==> src/rtl/pipe_pkg.sv <==
// rtl/pipe_pkg.sv - shared pipeline widths, per-stage payload structs and pointer helper
package pipe_pkg;

    localparam int ADDR_SIZE = 32;
    localparam int INST_SIZE = 32;
    localparam int DATA_SIZE = 32;
    localparam int REG_IDX_W = 5;
    localparam int CTRL_W    = 8;

    typedef struct packed {
        logic [ADDR_SIZE-1:0] pc;
        logic [INST_SIZE-1:0] inst;
    } if_payload_t;

    typedef struct packed {
        logic [ADDR_SIZE-1:0] pc;
        logic [DATA_SIZE-1:0] rs1_data;
        logic [DATA_SIZE-1:0] rs2_data;
        logic [DATA_SIZE-1:0] imm;
        logic [REG_IDX_W-1:0] rd;
        logic [CTRL_W-1:0]    ctrl;
    } id_payload_t;

    typedef struct packed {
        logic [DATA_SIZE-1:0] alu_result;
        logic [DATA_SIZE-1:0] store_data;
        logic [REG_IDX_W-1:0] rd;
        logic [CTRL_W-1:0]    ctrl;
    } ex_payload_t;

    typedef struct packed {
        logic [DATA_SIZE-1:0] wb_data;
        logic [REG_IDX_W-1:0] rd;
        logic                 reg_write;
        logic                 mem_to_reg;
    } mem_payload_t;

    typedef struct packed {
        logic [DATA_SIZE-1:0] wb_data;
        logic [REG_IDX_W-1:0] rd;
        logic                 reg_write;
    } wb_payload_t;

    localparam int IF_PAYLOAD_W  = $bits(if_payload_t);
    localparam int ID_PAYLOAD_W  = $bits(id_payload_t);
    localparam int EX_PAYLOAD_W  = $bits(ex_payload_t);
    localparam int MEM_PAYLOAD_W = $bits(mem_payload_t);
    localparam int WB_PAYLOAD_W  = $bits(wb_payload_t);

    // A single-entry ring still needs a 1-bit pointer to keep port widths legal.
    function automatic int ptr_w(int depth);
        return (depth > 1) ? $clog2(depth) : 1;
    endfunction

endpackage

==> src/rtl/pipe_stage_buf_if.sv <==
// rtl/pipe_stage_buf_if.sv - valid/ready payload handshake between pipeline stages
interface pipe_stage_buf_if #(
    parameter int PAYLOAD_W = 64
);
    logic                 valid;
    logic                 ready;
    logic [PAYLOAD_W-1:0] payload;

    modport master (
        output valid,
        output payload,
        input  ready
    );

    modport slave (
        input  valid,
        input  payload,
        output ready
    );
endinterface

==> src/rtl/pipe_ring_ptr.sv <==
// rtl/pipe_ring_ptr.sv - mod-DEPTH ring pointer with increment and clear
module pipe_ring_ptr
    import pipe_pkg::*;
#(
    parameter int DEPTH = 2
) (
    input  logic                      clk,
    input  logic                      rst,
    input  logic                      clr,
    input  logic                      inc,
    output logic [ptr_w(DEPTH)-1:0]   ptr
);
    localparam int PTR_W = ptr_w(DEPTH);
    localparam logic [PTR_W-1:0] PTR_LAST = PTR_W'(DEPTH - 1);

    logic [PTR_W-1:0] ptr_next;

    // Explicit wrap so non-power-of-two depths stay in range.
    always_comb begin
        ptr_next = ptr;
        if (inc) begin
            ptr_next = (ptr == PTR_LAST) ? '0 : ptr + PTR_W'(1);
        end
    end

    always_ff @(posedge clk) begin
        if (rst || clr) begin
            ptr <= '0;
        end else begin
            ptr <= ptr_next;
        end
    end
endmodule

==> src/rtl/pipe_stage_buf.sv <==
// rtl/pipe_stage_buf.sv - DEPTH-entry pipeline stage buffer with flush and drop counter
module pipe_stage_buf
    import pipe_pkg::*;
#(
    parameter int PAYLOAD_W = 64,
    parameter int DEPTH     = 2,
    parameter int CNT_W     = 8
) (
    input  logic                         clk,
    input  logic                         rst,
    input  logic                         flush,
    pipe_stage_buf_if.slave              in_if,
    pipe_stage_buf_if.master             out_if,
    output logic [$clog2(DEPTH+1)-1:0]   occupancy,
    output logic [CNT_W-1:0]             drop_count
);
    localparam int PTR_W = ptr_w(DEPTH);
    localparam int OCC_W = $clog2(DEPTH + 1);
    localparam int SUM_W = ((CNT_W > OCC_W) ? CNT_W : OCC_W) + 2;
    localparam logic [CNT_W-1:0] CNT_MAX  = '1;
    localparam logic [OCC_W-1:0] OCC_FULL = OCC_W'(DEPTH);

    logic [PAYLOAD_W-1:0] mem [DEPTH];
    logic [PTR_W-1:0]     wr_ptr;
    logic [PTR_W-1:0]     rd_ptr;
    logic                 full;
    logic                 empty;
    logic                 offered;
    logic                 push;
    logic                 pop;
    logic [SUM_W-1:0]     drop_add;
    logic [SUM_W-1:0]     drop_sum;

    // in_ready depends only on registered occupancy, never on out_ready.
    assign full    = (occupancy == OCC_FULL);
    assign empty   = (occupancy == '0);
    assign offered = in_if.valid & !full;
    assign push    = offered & !flush;
    assign pop     = !empty & out_if.ready;

    assign in_if.ready    = !full;
    assign out_if.valid   = !empty;
    assign out_if.payload = empty ? '0 : mem[rd_ptr];

    pipe_ring_ptr #(.DEPTH(DEPTH)) u_wr_ptr (
        .clk (clk),
        .rst (rst),
        .clr (flush),
        .inc (push),
        .ptr (wr_ptr)
    );

    pipe_ring_ptr #(.DEPTH(DEPTH)) u_rd_ptr (
        .clk (clk),
        .rst (rst),
        .clr (flush),
        .inc (pop),
        .ptr (rd_ptr)
    );

    always_ff @(posedge clk) begin
        if (push) begin
            mem[wr_ptr] <= in_if.payload;
        end
    end

    always_ff @(posedge clk) begin
        if (rst || flush) begin
            occupancy <= '0;
        end else if (push && !pop) begin
            occupancy <= occupancy + OCC_W'(1);
        end else if (pop && !push) begin
            occupancy <= occupancy - OCC_W'(1);
        end
    end

    // A head popped in the flush cycle was delivered; an accepted offer was not.
    always_comb begin
        drop_add = SUM_W'(occupancy) - SUM_W'(pop) + SUM_W'(offered);
        drop_sum = SUM_W'(drop_count) + drop_add;
    end

    always_ff @(posedge clk) begin
        if (rst) begin
            drop_count <= '0;
        end else if (flush) begin
            drop_count <= (drop_sum > SUM_W'(CNT_MAX)) ? CNT_MAX : drop_sum[CNT_W-1:0];
        end
    end
endmodule

==> src/flat_wrapper.sv <==
// flat-port wrapper written by rule: the top's interface ports become plain ports
module pipe_stage_buf_flat import pipe_pkg::*;
#(
    parameter int PAYLOAD_W = 64,
    parameter int DEPTH     = 2,
    parameter int CNT_W     = 8
)
  (clk, rst, flush, occupancy, drop_count, in_if_valid, in_if_payload, in_if_ready, out_if_valid, out_if_payload, out_if_ready);
  pipe_stage_buf_if #(.PAYLOAD_W(PAYLOAD_W)) in_if_i ();
  pipe_stage_buf_if #(.PAYLOAD_W(PAYLOAD_W)) out_if_i ();
  input  logic clk;
  input  logic rst;
  input  logic flush;
  output logic [$clog2(DEPTH+1)-1:0] occupancy;
  output logic [CNT_W-1:0] drop_count;
  input wire logic [$bits(in_if_i.valid)-1:0] in_if_valid;
  input wire logic [$bits(in_if_i.payload)-1:0] in_if_payload;
  output wire logic [$bits(in_if_i.ready)-1:0] in_if_ready;
  output wire logic [$bits(out_if_i.valid)-1:0] out_if_valid;
  output wire logic [$bits(out_if_i.payload)-1:0] out_if_payload;
  input wire logic [$bits(out_if_i.ready)-1:0] out_if_ready;
  assign in_if_i.valid = in_if_valid;
  assign in_if_i.payload = in_if_payload;
  assign in_if_ready = in_if_i.ready;
  assign out_if_valid = out_if_i.valid;
  assign out_if_payload = out_if_i.payload;
  assign out_if_i.ready = out_if_ready;
  pipe_stage_buf #(.PAYLOAD_W(PAYLOAD_W), .DEPTH(DEPTH), .CNT_W(CNT_W)) u_core (.clk(clk), .rst(rst), .flush(flush), .in_if(in_if_i), .out_if(out_if_i), .occupancy(occupancy), .drop_count(drop_count));
endmodule
==> config.mk <==
export PLATFORM = sky130hd
export DESIGN_NAME = pipe_stage_buf_flat
export DESIGN_NICKNAME = d
export VERILOG_FILES = /design/src/rtl/pipe_pkg.sv /design/src/rtl/pipe_stage_buf_if.sv /design/src/rtl/pipe_ring_ptr.sv /design/src/rtl/pipe_stage_buf.sv /design/src/flat_wrapper.sv
export SDC_FILE = /design/constraint.sdc
export NUM_CORES = 1
export LEC_CHECK = 0
export ABC_AREA = 1
export BUFFER_PORTS_ARGS = -buffer_cell sky130_fd_sc_hd__buf_2
export CORE_ASPECT_RATIO = 1.5
export CORE_MARGIN = 8
export CORE_UTILIZATION = 53
export DETAILED_ROUTE_END_ITERATION = 10
export PLACE_DENSITY_LB_ADDON = 0.1
export RECOVER_POWER = 100
export SLEW_MARGIN = 15
export SYNTH_ARGS = -nofsm -noshare
export SYNTH_HDL_FRONTEND = slang
export SYNTH_SLANG_ARGS = --single-unit
export TNS_END_PERCENT = 30
==> constraint.sdc <==
create_clock -name clk -period 5.2 [get_ports clk]
set_input_delay 1.04 -clock clk [delete_from_list [all_inputs] [get_ports clk]]
set_output_delay 1.04 -clock clk [all_outputs]
set_load 0.02 [all_outputs]
==> impl_metrics.env <==
export IMPL_cp_start_kind="primary input"
export IMPL_gp_routability_congestion=0.864
export IMPL_synth_cell_types=32
export IMPL_htree_levels=4
export IMPL_leakage_nw=2.73
export IMPL_grt_max_degree=66
export IMPL_dp_slack_ns=1.93
export IMPL_cp_slowest_cell="nor2_1"
export IMPL_cts_buffers=17
export IMPL_fillers=947
export IMPL_hold_class="reg2reg"
export IMPL_diodes=0
export IMPL_synthTopCellsByArea="edfxtp_1 66%, nand2_1 11%, a21oi_1 6.6%"
export IMPL_slew_violations=28
export IMPL_syn_to_final_growth_pct=21.9
export IMPL_synth_common_cells="171 x nand2_1, 128 x edfxtp_1, 77 x a21oi_1"
export IMPL_placed_area_um2=6730
export IMPL_worst_slack_ns=1.09
export IMPL_period_needed_ns=4.11
export IMPL_power_switching_uw=660
export IMPL_syn_cell_area_um2=5870
export IMPL_synth_edf_count=128
export IMPL_worstSkewPairLatency_ns=0.41
export IMPL_max_vdd_ir_drop_uv=262
export IMPL_chipHeight_um=145
export IMPL_core_um2=10900
export IMPL_finalSetupTns_ns=0
export IMPL_wl_per_cell_um=16.7
export IMPL_synth_flop_cell="edfxtp_1"
export IMPL_cts_num_sinks=141
export IMPL_crit_path_frequent_cell="nor2_1"
export IMPL_failed_checks="max-capacitance violations, max-slew violations"
export IMPL_drive_above_1_share_pct=13.0
export IMPL_hpwl_mm=9.15
export IMPL_cap_viol_max_count=1
export IMPL_routed_via_density=5.17
export IMPL_finalSetupViolCount=0
export IMPL_path_cells="clkbuf_1 > nor2_1 > inv_1 > nor2_1 > buf_4"
export IMPL_grt_util_all_layers_pct=18.8
export IMPL_first_pass_iters=4
export IMPL_critPathMaxStageDelay_ns=1.83
export IMPL_ant_nets=0
export IMPL_dieArea_um2=14800
export IMPL_sequentialPowerShare_pct=46.9
export IMPL_design_area_um2=7150
export IMPL_p_per_area_nw_per_um2=388
export IMPL_comb_power_share_pct=10.0
export IMPL_post_route_drc_count=0
export IMPL_vias=4282
export IMPL_switching_share_pct=23.8
export IMPL_wl_mm=13.8
export IMPL_yosysTopAreaCell="edfxtp_1"
export IMPL_nets=745
export IMPL_grt_pass1_vias=4289
export IMPL_synth_top_area_share_pct=65.5
export IMPL_cts_tree="yes"
export IMPL_cts_root_buf="clkbuf_16"
export IMPL_drtIter0Drc=181
export IMPL_power_frac_clock_pct=43.0
export IMPL_path_class="in2reg"
export IMPL_yosysWarnings=0
export IMPL_rsz0062_at_grt="false"
export IMPL_crit_family="simple AND/OR/NAND/NOR gates"
export IMPL_hold_viol=0
export IMPL_crit_fanout=39
export IMPL_ys_seq_area_share_pct=69.9
export IMPL_antenna_found_initial=1
export IMPL_grt_pass1_wl_mm=20.9
export IMPL_syn_nets=600
export IMPL_fin_crit_sh_pct=79.1
export IMPL_ctsResizeCount=0
export IMPL_portBuffers=144
export IMPL_final_core_util_pct=65.4
export IMPL_crit_required_ns=5.24
export IMPL_post_cts_buffers=0
export IMPL_p_int_mw=2.11
export IMPL_rows=47
export IMPL_syn_avg_cell_area_um2=11.2
export IMPL_async_flop_share_pct=0
export IMPL_fin_worst_skew_ns=0.00847
export IMPL_arrival_ns=4.15
export IMPL_ys_ff_latch=141
export IMPL_netlist_instances=524
export IMPL_yosysMostFrequentCell="nand2_1"
export IMPL_cts_hold_buf=0
export IMPL_status="complete, but fails checks"
export IMPL_start_util_pct=53.6
export IMPL_critPathBufInv=3
export IMPL_fmax_mhz=243
export IMPL_ctsLongestPathBuffers=2
export IMPL_worstSetupEndpointType="flop"
export IMPL_slew_headroom_pct=-67.1
export IMPL_pin_count=145
export IMPL_die_w_um=102
export IMPL_tightestPinTransition_ns=2.50
export IMPL_grt_overflow=0
export IMPL_path_clk_slew_ns=0.06
-- power by group through the flow --
| stage | Sequential, mW | Clock (mW) | Combinational [mW] |
|---|---|---|---|
| 3_3_place_gp | 1.32 | 0 | 0.286 |
| 5_1_grt | 1.31 | 1.26 | 0.308 |
| 4_1_cts | 1.30 | 1.21 | 0.295 |
| 2_1_floorplan | 1.33 | 0 | 0.171 |
| 6_report | 1.30 | 1.19 | 0.279 |
| 3_5_place_dp | 1.32 | 0 | 0.294 |
-- area by class of cell --
class / count / area [um2] / area share [%]
inverter: 39 / 153 / 2.13
clock buffer: 17 / 425 / 5.95
multi-input combinational: 322 / 1510 / 21.0
tap: 147 / 184 / 2.57
sequential: 141 / 4110 / 57.4
timing repair buffer: 148 / 611 / 8.54
clock inverter: 15 / 170 / 2.38
-- worst min-delay path, stage by stage (launching register included) --
cell and delay, ns:
dfxtp_1 0.31, inv_1 0.07, a211oi_1 0.06
-- logic make-up after synthesis --
logic type               after synthesis  synth area share, %
buffers and inverters                 61                 4.33
adder cells (fa/ha/maj)                7                 1.75
XOR/XNOR                               3                0.576
AO/OA/AOI/OAI                         84                 7.25
flip-flops                           141                 69.9
AND/OR/NAND/NOR                      228                 16.2
-- state kept, by name, indices dropped and copies added (netlist names), named ones only --
name,count
u_core.u_wr_ptr.ptr,1
u_core.drop_count,8
u_core.occupancy,2
u_core.u_rd_ptr.ptr,1
u_core.mem,128
-- cells in the final DEF (no fill, tap or decap), drive strengths merged, types with 5 or more instances in the layout --
cell type,Yosys,routed
clkbuf,14,128
edfxtp,128,128
o21ai,5,5
ha,5,5
dfxtp,13,13
buf,8,37
nor2,21,21
clkinvlp,0,6
clkinv,1,6
a21oi,77,77
nand2,185,185
nand3,17,17
inv,38,39
-- stage by stage --
stage | instances | hold WS [ns] | power [mW]
finish | 829 | 0.495 | 2.77
floorplan | 524 | 0.455 | 1.50
global placement | 797 | 0.477 | 1.61
detailed placement | 797 | 0.495 | 1.62
global route | 829 | 0.503 | 2.87
CTS | 829 | 0.505 | 2.80
-- per-layer routing --
metal / routed length, um / vias up / track usage, % / share of wire, %
met5: 8 / - / 0 / 0.058
met4: 191 / 2 / 7.61 / 1.4
met1: 5060 / 2062 / 19.7 / 37
met2: 7500 / 136 / 34.0 / 54
met3: 1060 / 19 / 5.56 / 7.7
li1: - / 2063 / - / -
-- path summary, 6_finish.rpt --
path                             from             endpoint  slack [ns]  cells past startpoint
hold reg to reg   u_core.u_wr_ptr.ptr  u_core.u_wr_ptr.ptr        0.49                      2
hold / removal    u_core.u_wr_ptr.ptr  u_core.u_wr_ptr.ptr        0.49                      2
setup reg to reg  u_core.occupancy[0]     u_core.mem[1][1]        1.29                      7
setup / recovery                flush     u_core.mem[1][1]        1.09                      5
No activity file was read; power rests on OpenSTA's default activity.
